===== src/rtl/f1_pkg.sv =====
// Shared types and constants for the F1 start-lights sequencer.
package f1_pkg;

    typedef enum logic [2:0] {
        IDLE,
        LIGHT_UP,
        HOLD,
        GO,
        FAULT
    } state_t;

    localparam logic [6:0] LFSR_SEED = 7'h01;
    // Taps for x^7 + x^6 + 1: feedback from the two most significant bits.
    localparam logic [6:0] LFSR_TAPS = 7'h60;

    function automatic logic [6:0] lfsr_step(input logic [6:0] v);
        return {v[5:0], ^(v & LFSR_TAPS)};
    endfunction

endpackage


===== src/rtl/f1_start_ctrl_if.sv =====
// Handshake bundle between the race controller (master) and the start sequencer (slave).
interface f1_start_ctrl_if #(
    parameter int WIDTH    = 8,
    parameter int N_WIDTH  = 16,
    parameter int RT_WIDTH = 16
);

    logic                trigger;
    logic [N_WIDTH-1:0]  N;
    logic                react;
    logic [WIDTH-1:0]    data_out;
    logic                busy;
    logic                rt_valid;
    logic [RT_WIDTH-1:0] rt_value;
    logic                jump_start;

    modport master (
        output trigger, N, react,
        input  data_out, busy, rt_valid, rt_value, jump_start
    );

    modport slave (
        input  trigger, N, react,
        output data_out, busy, rt_valid, rt_value, jump_start
    );

endinterface


===== src/rtl/f1_lfsr.sv =====
// Free-running 7-bit Fibonacci LFSR supplying the random hold length; never reaches zero.
module f1_lfsr
    import f1_pkg::*;
(
    input  logic       clk,
    input  logic       rst,
    output logic [6:0] lfsr_o
);

    logic [6:0] lfsr_q;

    always_ff @(posedge clk or negedge rst) begin
        if (!rst) begin
            lfsr_q <= LFSR_SEED;
        end else begin
            lfsr_q <= lfsr_step(lfsr_q);
        end
    end

    assign lfsr_o = lfsr_q;

endmodule


===== src/rtl/f1_start_ctrl.sv =====
// F1 start-lights sequencer: lamp build-up, random hold, lights-out and reaction timing.
// Jump-start detection (FAULT state) is built only when F1_START_JUMP_DETECT_EN is defined.
module f1_start_ctrl
    import f1_pkg::*;
#(
    parameter int WIDTH    = 8,
    parameter int N_WIDTH  = 16,
    parameter int RT_WIDTH = 16
) (
    input  logic          clk,
    input  logic          rst,
    f1_start_ctrl_if.slave bus
);

    state_t              state_q, state_d;
    logic [WIDTH-1:0]    data_q, data_d;
    logic [N_WIDTH-1:0]  tick_cnt_q, tick_cnt_d;
    logic [6:0]          hold_q, hold_d;
    logic [RT_WIDTH-1:0] rt_cnt_q, rt_cnt_d;
    logic [RT_WIDTH-1:0] rt_value_q, rt_value_d;
    logic                rt_valid_q, rt_valid_d;
    logic                busy_q, busy_d;
    logic [6:0]          lfsr;
    logic                tick;

    f1_lfsr u_lfsr (
        .clk    (clk),
        .rst    (rst),
        .lfsr_o (lfsr)
    );

    assign tick = (tick_cnt_q == '0);

    always_comb begin
        state_d    = state_q;
        data_d     = data_q;
        tick_cnt_d = tick_cnt_q;
        hold_d     = hold_q;
        rt_cnt_d   = rt_cnt_q;
        rt_value_d = rt_value_q;
        rt_valid_d = 1'b0;

        if (state_q != IDLE) begin
            tick_cnt_d = tick ? bus.N : tick_cnt_q - 1'b1;
        end

        case (state_q)
            IDLE: begin
                if (bus.trigger) begin
                    state_d    = LIGHT_UP;
                    data_d     = '0;
                    tick_cnt_d = bus.N;
                end
            end
            LIGHT_UP: begin
`ifdef F1_START_JUMP_DETECT_EN
                if (bus.react) begin
                    state_d = FAULT;
                    data_d  = '1;
                end else
`endif
                if (tick) begin
                    data_d = {data_q[WIDTH-2:0], 1'b1};
                    if (&data_q[WIDTH-2:0]) begin
                        state_d = HOLD;
                        hold_d  = lfsr;
                    end
                end
            end
            HOLD: begin
`ifdef F1_START_JUMP_DETECT_EN
                if (bus.react) begin
                    state_d = FAULT;
                    data_d  = '1;
                end else
`endif
                if (tick) begin
                    if (hold_q == 7'd1) begin
                        state_d    = GO;
                        data_d     = '0;
                        rt_cnt_d   = '0;
                        tick_cnt_d = bus.N;
                    end else begin
                        hold_d = hold_q - 7'd1;
                    end
                end
            end
            GO: begin
                // A press on a tick edge wins; that tick is not counted.
                if (bus.react) begin
                    rt_value_d = rt_cnt_q;
                    rt_valid_d = 1'b1;
                    state_d    = IDLE;
                end else if (tick && (rt_cnt_q != '1)) begin
                    rt_cnt_d = rt_cnt_q + 1'b1;
                end
            end
`ifdef F1_START_JUMP_DETECT_EN
            FAULT: begin
                if (bus.trigger) begin
                    state_d = IDLE;
                    data_d  = '0;
                end
            end
`endif
            default: begin
                state_d = IDLE;
                data_d  = '0;
            end
        endcase

        busy_d = (state_d != IDLE);
    end

`ifdef F1_START_JUMP_DETECT_EN
    logic jump_q;
`endif

    always_ff @(posedge clk or negedge rst) begin
        if (!rst) begin
            state_q    <= IDLE;
            data_q     <= '0;
            tick_cnt_q <= '0;
            hold_q     <= '0;
            rt_cnt_q   <= '0;
            rt_value_q <= '0;
            rt_valid_q <= 1'b0;
            busy_q     <= 1'b0;
`ifdef F1_START_JUMP_DETECT_EN
            jump_q     <= 1'b0;
`endif
        end else begin
            state_q    <= state_d;
            data_q     <= data_d;
            tick_cnt_q <= tick_cnt_d;
            hold_q     <= hold_d;
            rt_cnt_q   <= rt_cnt_d;
            rt_value_q <= rt_value_d;
            rt_valid_q <= rt_valid_d;
            busy_q     <= busy_d;
`ifdef F1_START_JUMP_DETECT_EN
            jump_q     <= (state_d == FAULT);
`endif
        end
    end

    assign bus.data_out = data_q;
    assign bus.busy     = busy_q;
    assign bus.rt_valid = rt_valid_q;
    assign bus.rt_value = rt_value_q;
`ifdef F1_START_JUMP_DETECT_EN
    assign bus.jump_start = jump_q;
`else
    assign bus.jump_start = 1'b0;
`endif

endmodule

===== src/flat_wrapper.sv =====
// flat-port wrapper written by rule: the top's interface ports become plain ports
module f1_start_ctrl_flat import f1_pkg::*;
#(
    parameter int WIDTH    = 8,
    parameter int N_WIDTH  = 16,
    parameter int RT_WIDTH = 16
)
  (clk, rst, bus_trigger, bus_N, bus_react, bus_data_out, bus_busy, bus_rt_valid, bus_rt_value, bus_jump_start);
  f1_start_ctrl_if #(.WIDTH(WIDTH), .N_WIDTH(N_WIDTH), .RT_WIDTH(RT_WIDTH)) bus_i ();
  input  logic clk;
  input  logic rst;
  input wire logic [$bits(bus_i.trigger)-1:0] bus_trigger;
  input wire logic [$bits(bus_i.N)-1:0] bus_N;
  input wire logic [$bits(bus_i.react)-1:0] bus_react;
  output wire logic [$bits(bus_i.data_out)-1:0] bus_data_out;
  output wire logic [$bits(bus_i.busy)-1:0] bus_busy;
  output wire logic [$bits(bus_i.rt_valid)-1:0] bus_rt_valid;
  output wire logic [$bits(bus_i.rt_value)-1:0] bus_rt_value;
  output wire logic [$bits(bus_i.jump_start)-1:0] bus_jump_start;
  assign bus_i.trigger = bus_trigger;
  assign bus_i.N = bus_N;
  assign bus_i.react = bus_react;
  assign bus_data_out = bus_i.data_out;
  assign bus_busy = bus_i.busy;
  assign bus_rt_valid = bus_i.rt_valid;
  assign bus_rt_value = bus_i.rt_value;
  assign bus_jump_start = bus_i.jump_start;
  f1_start_ctrl #(.WIDTH(WIDTH), .N_WIDTH(N_WIDTH), .RT_WIDTH(RT_WIDTH)) u_core (.clk(clk), .rst(rst), .bus(bus_i));
endmodule

===== config.mk =====
export PLATFORM = sky130hd
export DESIGN_NAME = f1_start_ctrl_flat
export DESIGN_NICKNAME = d
export VERILOG_FILES = /design/src/rtl/f1_pkg.sv /design/src/rtl/f1_start_ctrl_if.sv /design/src/rtl/f1_lfsr.sv /design/src/rtl/f1_start_ctrl.sv /design/src/flat_wrapper.sv
export SDC_FILE = /design/constraint.sdc
export NUM_CORES = 1
export LEC_CHECK = 0
export CAP_MARGIN = 10
export CORE_UTILIZATION = 25
export DETAILED_ROUTE_END_ITERATION = 10
export GPL_TIMING_DRIVEN = 0
export SYNTH_ARGS = -nofsm -noshare
export SYNTH_HDL_FRONTEND = slang
export SYNTH_SLANG_ARGS = --single-unit

===== constraint.sdc =====
create_clock -name clk -period 3.2 [get_ports clk]
set_input_delay 0.96 -clock clk [delete_from_list [all_inputs] [get_ports clk]]
set_output_delay 0.96 -clock clk [all_outputs]
set_load 0.02 [all_outputs]

==> results.cfg <==
[critical_path]
r2r_cells = 8
crit_arrival_ns = 3.26
end_kind = flip-flop
crit_fanout = 5
critPathKind = in -> reg
required_ns = 3.46
worst_setup_path_start_kind = input pin

[route]
totalWireLength_um = 10200
firstDrtPassIters = 8
viasPerCell = 5.00
antenna_left = 0
drt-initial-drc-count = 267
routedWlPerCell_um = 14.5
drc = 1
dr_total_vias = 3503

[clock_network]
cts_tree = done
cts_root_buf = clkbuf_16
post_cts_resize_count = 0
clkTransAtPathRegs_ns = 0.06
clock_sinks = 75
cts_made_buffers = 9
htreeDepth = 3
clockBufferDepth = 2
cts_setup_buffers = 0
clock_latency_ns = 0.34
hold_buffers = 0

[min_path]
hp-class = reg -> reg
worstHoldPathCells = 0

[die]
die_y_um = 129
io_pins = 47
coreArea_mm2 = 0.0158
die_w_um = 129
die_area_mm2 = 0.0167
rows = 46
start_util = 0.255

[synthesis]
synth_edf_count = 0
avgSynthCellArea_um2 = 9.60
netlist.area_leader.share = 0.458
yosysTopAreaCell = dfrtp_1
yosysWarnings = 0
ys.flop_type = dfrtp_1
syn-cell-area_mm2 = 0.00404
yosysUniqueCellTypes = 62
synthCells = 421
ys_top_cells_by_area = dfrtp_1 46%, mux2_2 4.7%, a21oi_1 4.3%, o21ai_0 4.0%, nand2_1 3.9%
ys_seq_area_frac = 0.465
ys_seq_elements = 75
synthArstFlopShare = 1.00

[finish]
drive_gt1_frac = 0.110
ff_latch_area_mm2 = 0.00188
utilization = 0.323
finalInstanceArea_mm2 = 0.00511
area_delta_synth_final_pct = 26.4
n_antenna_cell = 0
nets = 504
fill_cells = 1635
fin_cells = 700
multiInputGateArea_mm2 = 0.00202

[power]
vdd_drop_max_mv = 0.237
p_per_area_mw_per_mm2 = 517
leakagePower_nw = 2.05

[placement]
routabilityCongestion = 0.841
dp_hpwl_um = 7520
dp_cells = 684
placed_area_mm2 = 0.00479
numPortBuffers = 45

[sta]
fin_worst_skew_ns = 0.00725
maxSlewViolCount = 0
hold_viol = 0
worstMarginPinSlew_ns = 0.933
maxSlewHeadroom = 0.373
rsz0062_at_grt = no
setup_viol = 0
fmax_ghz = 0.333
fin_crit_ns = 3.00
timing.final.crit_share = 0.938

[global_route]
first_global_vias = 3469
grt_max_degree = 44
use_met1 = 0.157
overflow = 0
track_usage = 0.130
grt_use_met3 = 0.0314
antenna_found_initial = 0
top_usage_layer = met2
grt_pass1_wl_um = 17100
met2_usage = 0.216

[status]
status = finished with violations
violations = design-rule violations

[job]
max_cap_violations = 0
## per-layer routing
metal	wire length [um]	vias up
li1	-	1671
met1	4480	1718
met2	4930	89
met3	468	25
met4	295	0
met5	0	-
## final timing paths
| check | to | slack [ns] | from |
|---|---|---|---|
| setup / recovery | u_core.rt_cnt_q[12] | 0.20 | bus_react |
| hold / removal | u_core.u_lfsr.lfsr_o[3] | 0.38 | u_core.u_lfsr.lfsr_o[2] |
| setup reg to reg | u_core.tick_cnt_q[14] | 0.42 | u_core.tick_cnt_q[0] |
| hold reg to reg | u_core.u_lfsr.lfsr_o[3] | 0.38 | u_core.u_lfsr.lfsr_o[2] |
| max in group asynchronous | u_core.u_lfsr.lfsr_o[0] | 2.01 | rst |
| min in group asynchronous | u_core.bus.rt_valid | 0.56 | rst |
## critical path: stages
cell,delay [ns]
clkdlybuf4s50_1,0.50
nor4bb_1,0.49
a31oi_1,0.17
or4b_1,0.65
or3_1,0.34
a21oi_1,0.15
## layout by cell type, fill, tap and decap left out, drive strengths merged, types with 4 or more instances in the layout
master / instances
inv: 17
nand4: 11
nor3: 9
clkbuf: 25
or3: 18
nor4: 6
nand2: 42
dfrtp: 74
a31oi: 8
buf: 6
mux2i: 10
nand3: 10
mux2: 21
or4: 6
and4: 5
o211ai: 4
a21oi: 35
nor2: 26
ha: 5
o21ai: 40
clkdlybuf4s50: 44
o31ai: 4
xor2: 5
## Yosys cell counts, types with 5 or more instances
master,instances
nor3_1,9
inv_1,16
nand3_1,10
or4_1,6
a21oi_1,35
or3_1,18
and4_1,5
a31oi_1,8
xor2_1,5
mux2_2,17
ha_1,5
mux2i_1,10
nand2_1,42
o21ai_1,7
o21ai_0,32
dfrtp_1,74
nor2_1,26
clkbuf_1,15
nand4_1,11
## state kept, by name, indices dropped and copies added, names as in the netlist
signal and cells:
u_core.u_lfsr.lfsr_o 7, u_core.bus.busy 1, u_core.tick_cnt_q 16, u_core.rt_cnt_q 16
u_core.hold_q 7, u_core.bus.rt_value 16, u_core.bus.rt_valid 1, u_core.state_q 3
u_core.bus.data_out 8
## cell type report
type | instances | area share
well taps | 216 | 0.0529
clock inverters | 6 | 0.0174
clock buffers | 10 | 0.0448
flip-flops and latches | 75 | 0.368
inverters | 16 | 0.0118
plain buffers | 19 | 0.0167
repair buffers | 46 | 0.0931
multi-input cells | 312 | 0.396
## stage by stage
stage	TNS, ns	power, mW	setup WS, ns	hold slack, ns
after detailed placement	-0.532	1.55	-0.191	0.374
after global placement	-108.51	1.54	-1.46	0.362
after floorplan	0	1.41	0.636	0.349
after global routing	0	2.75	0.0393	0.398
final	0	2.64	0.198	0.383
after CTS	0	2.66	0.168	0.389
## logic make-up (layout without fill, tap and decap cells)
| logic type | Yosys count | in the layout | share of synthesized area |
|---|---|---|---|
| adder cells (fa/ha/maj) | 5 | 5 | 0.0155 |
| AND/OR/NAND/NOR | 153 | 153 | 0.215 |
| AO/OA/AOI/OAI | 116 | 116 | 0.173 |
| other | 1 | 2 | 0.000928 |
| XOR/XNOR | 5 | 5 | 0.0108 |
| buffers and inverters | 35 | 97 | 0.0359 |
| flip-flops | 75 | 75 | 0.465 |
| multiplexers | 31 | 31 | 0.0833 |
## power breakdown
| part | switching [mW] | internal, mW | total, mW | leakage [nW] |
|---|---|---|---|---|
| sequential | 0.103 | 1.02 | 1.12 | 1.00 |
| clock | 0.412 | 0.684 | 1.10 | 0.149 |
| combinational | 0.241 | 0.182 | 0.423 | 0.896 |
Power figures use the tool's default switching activity.
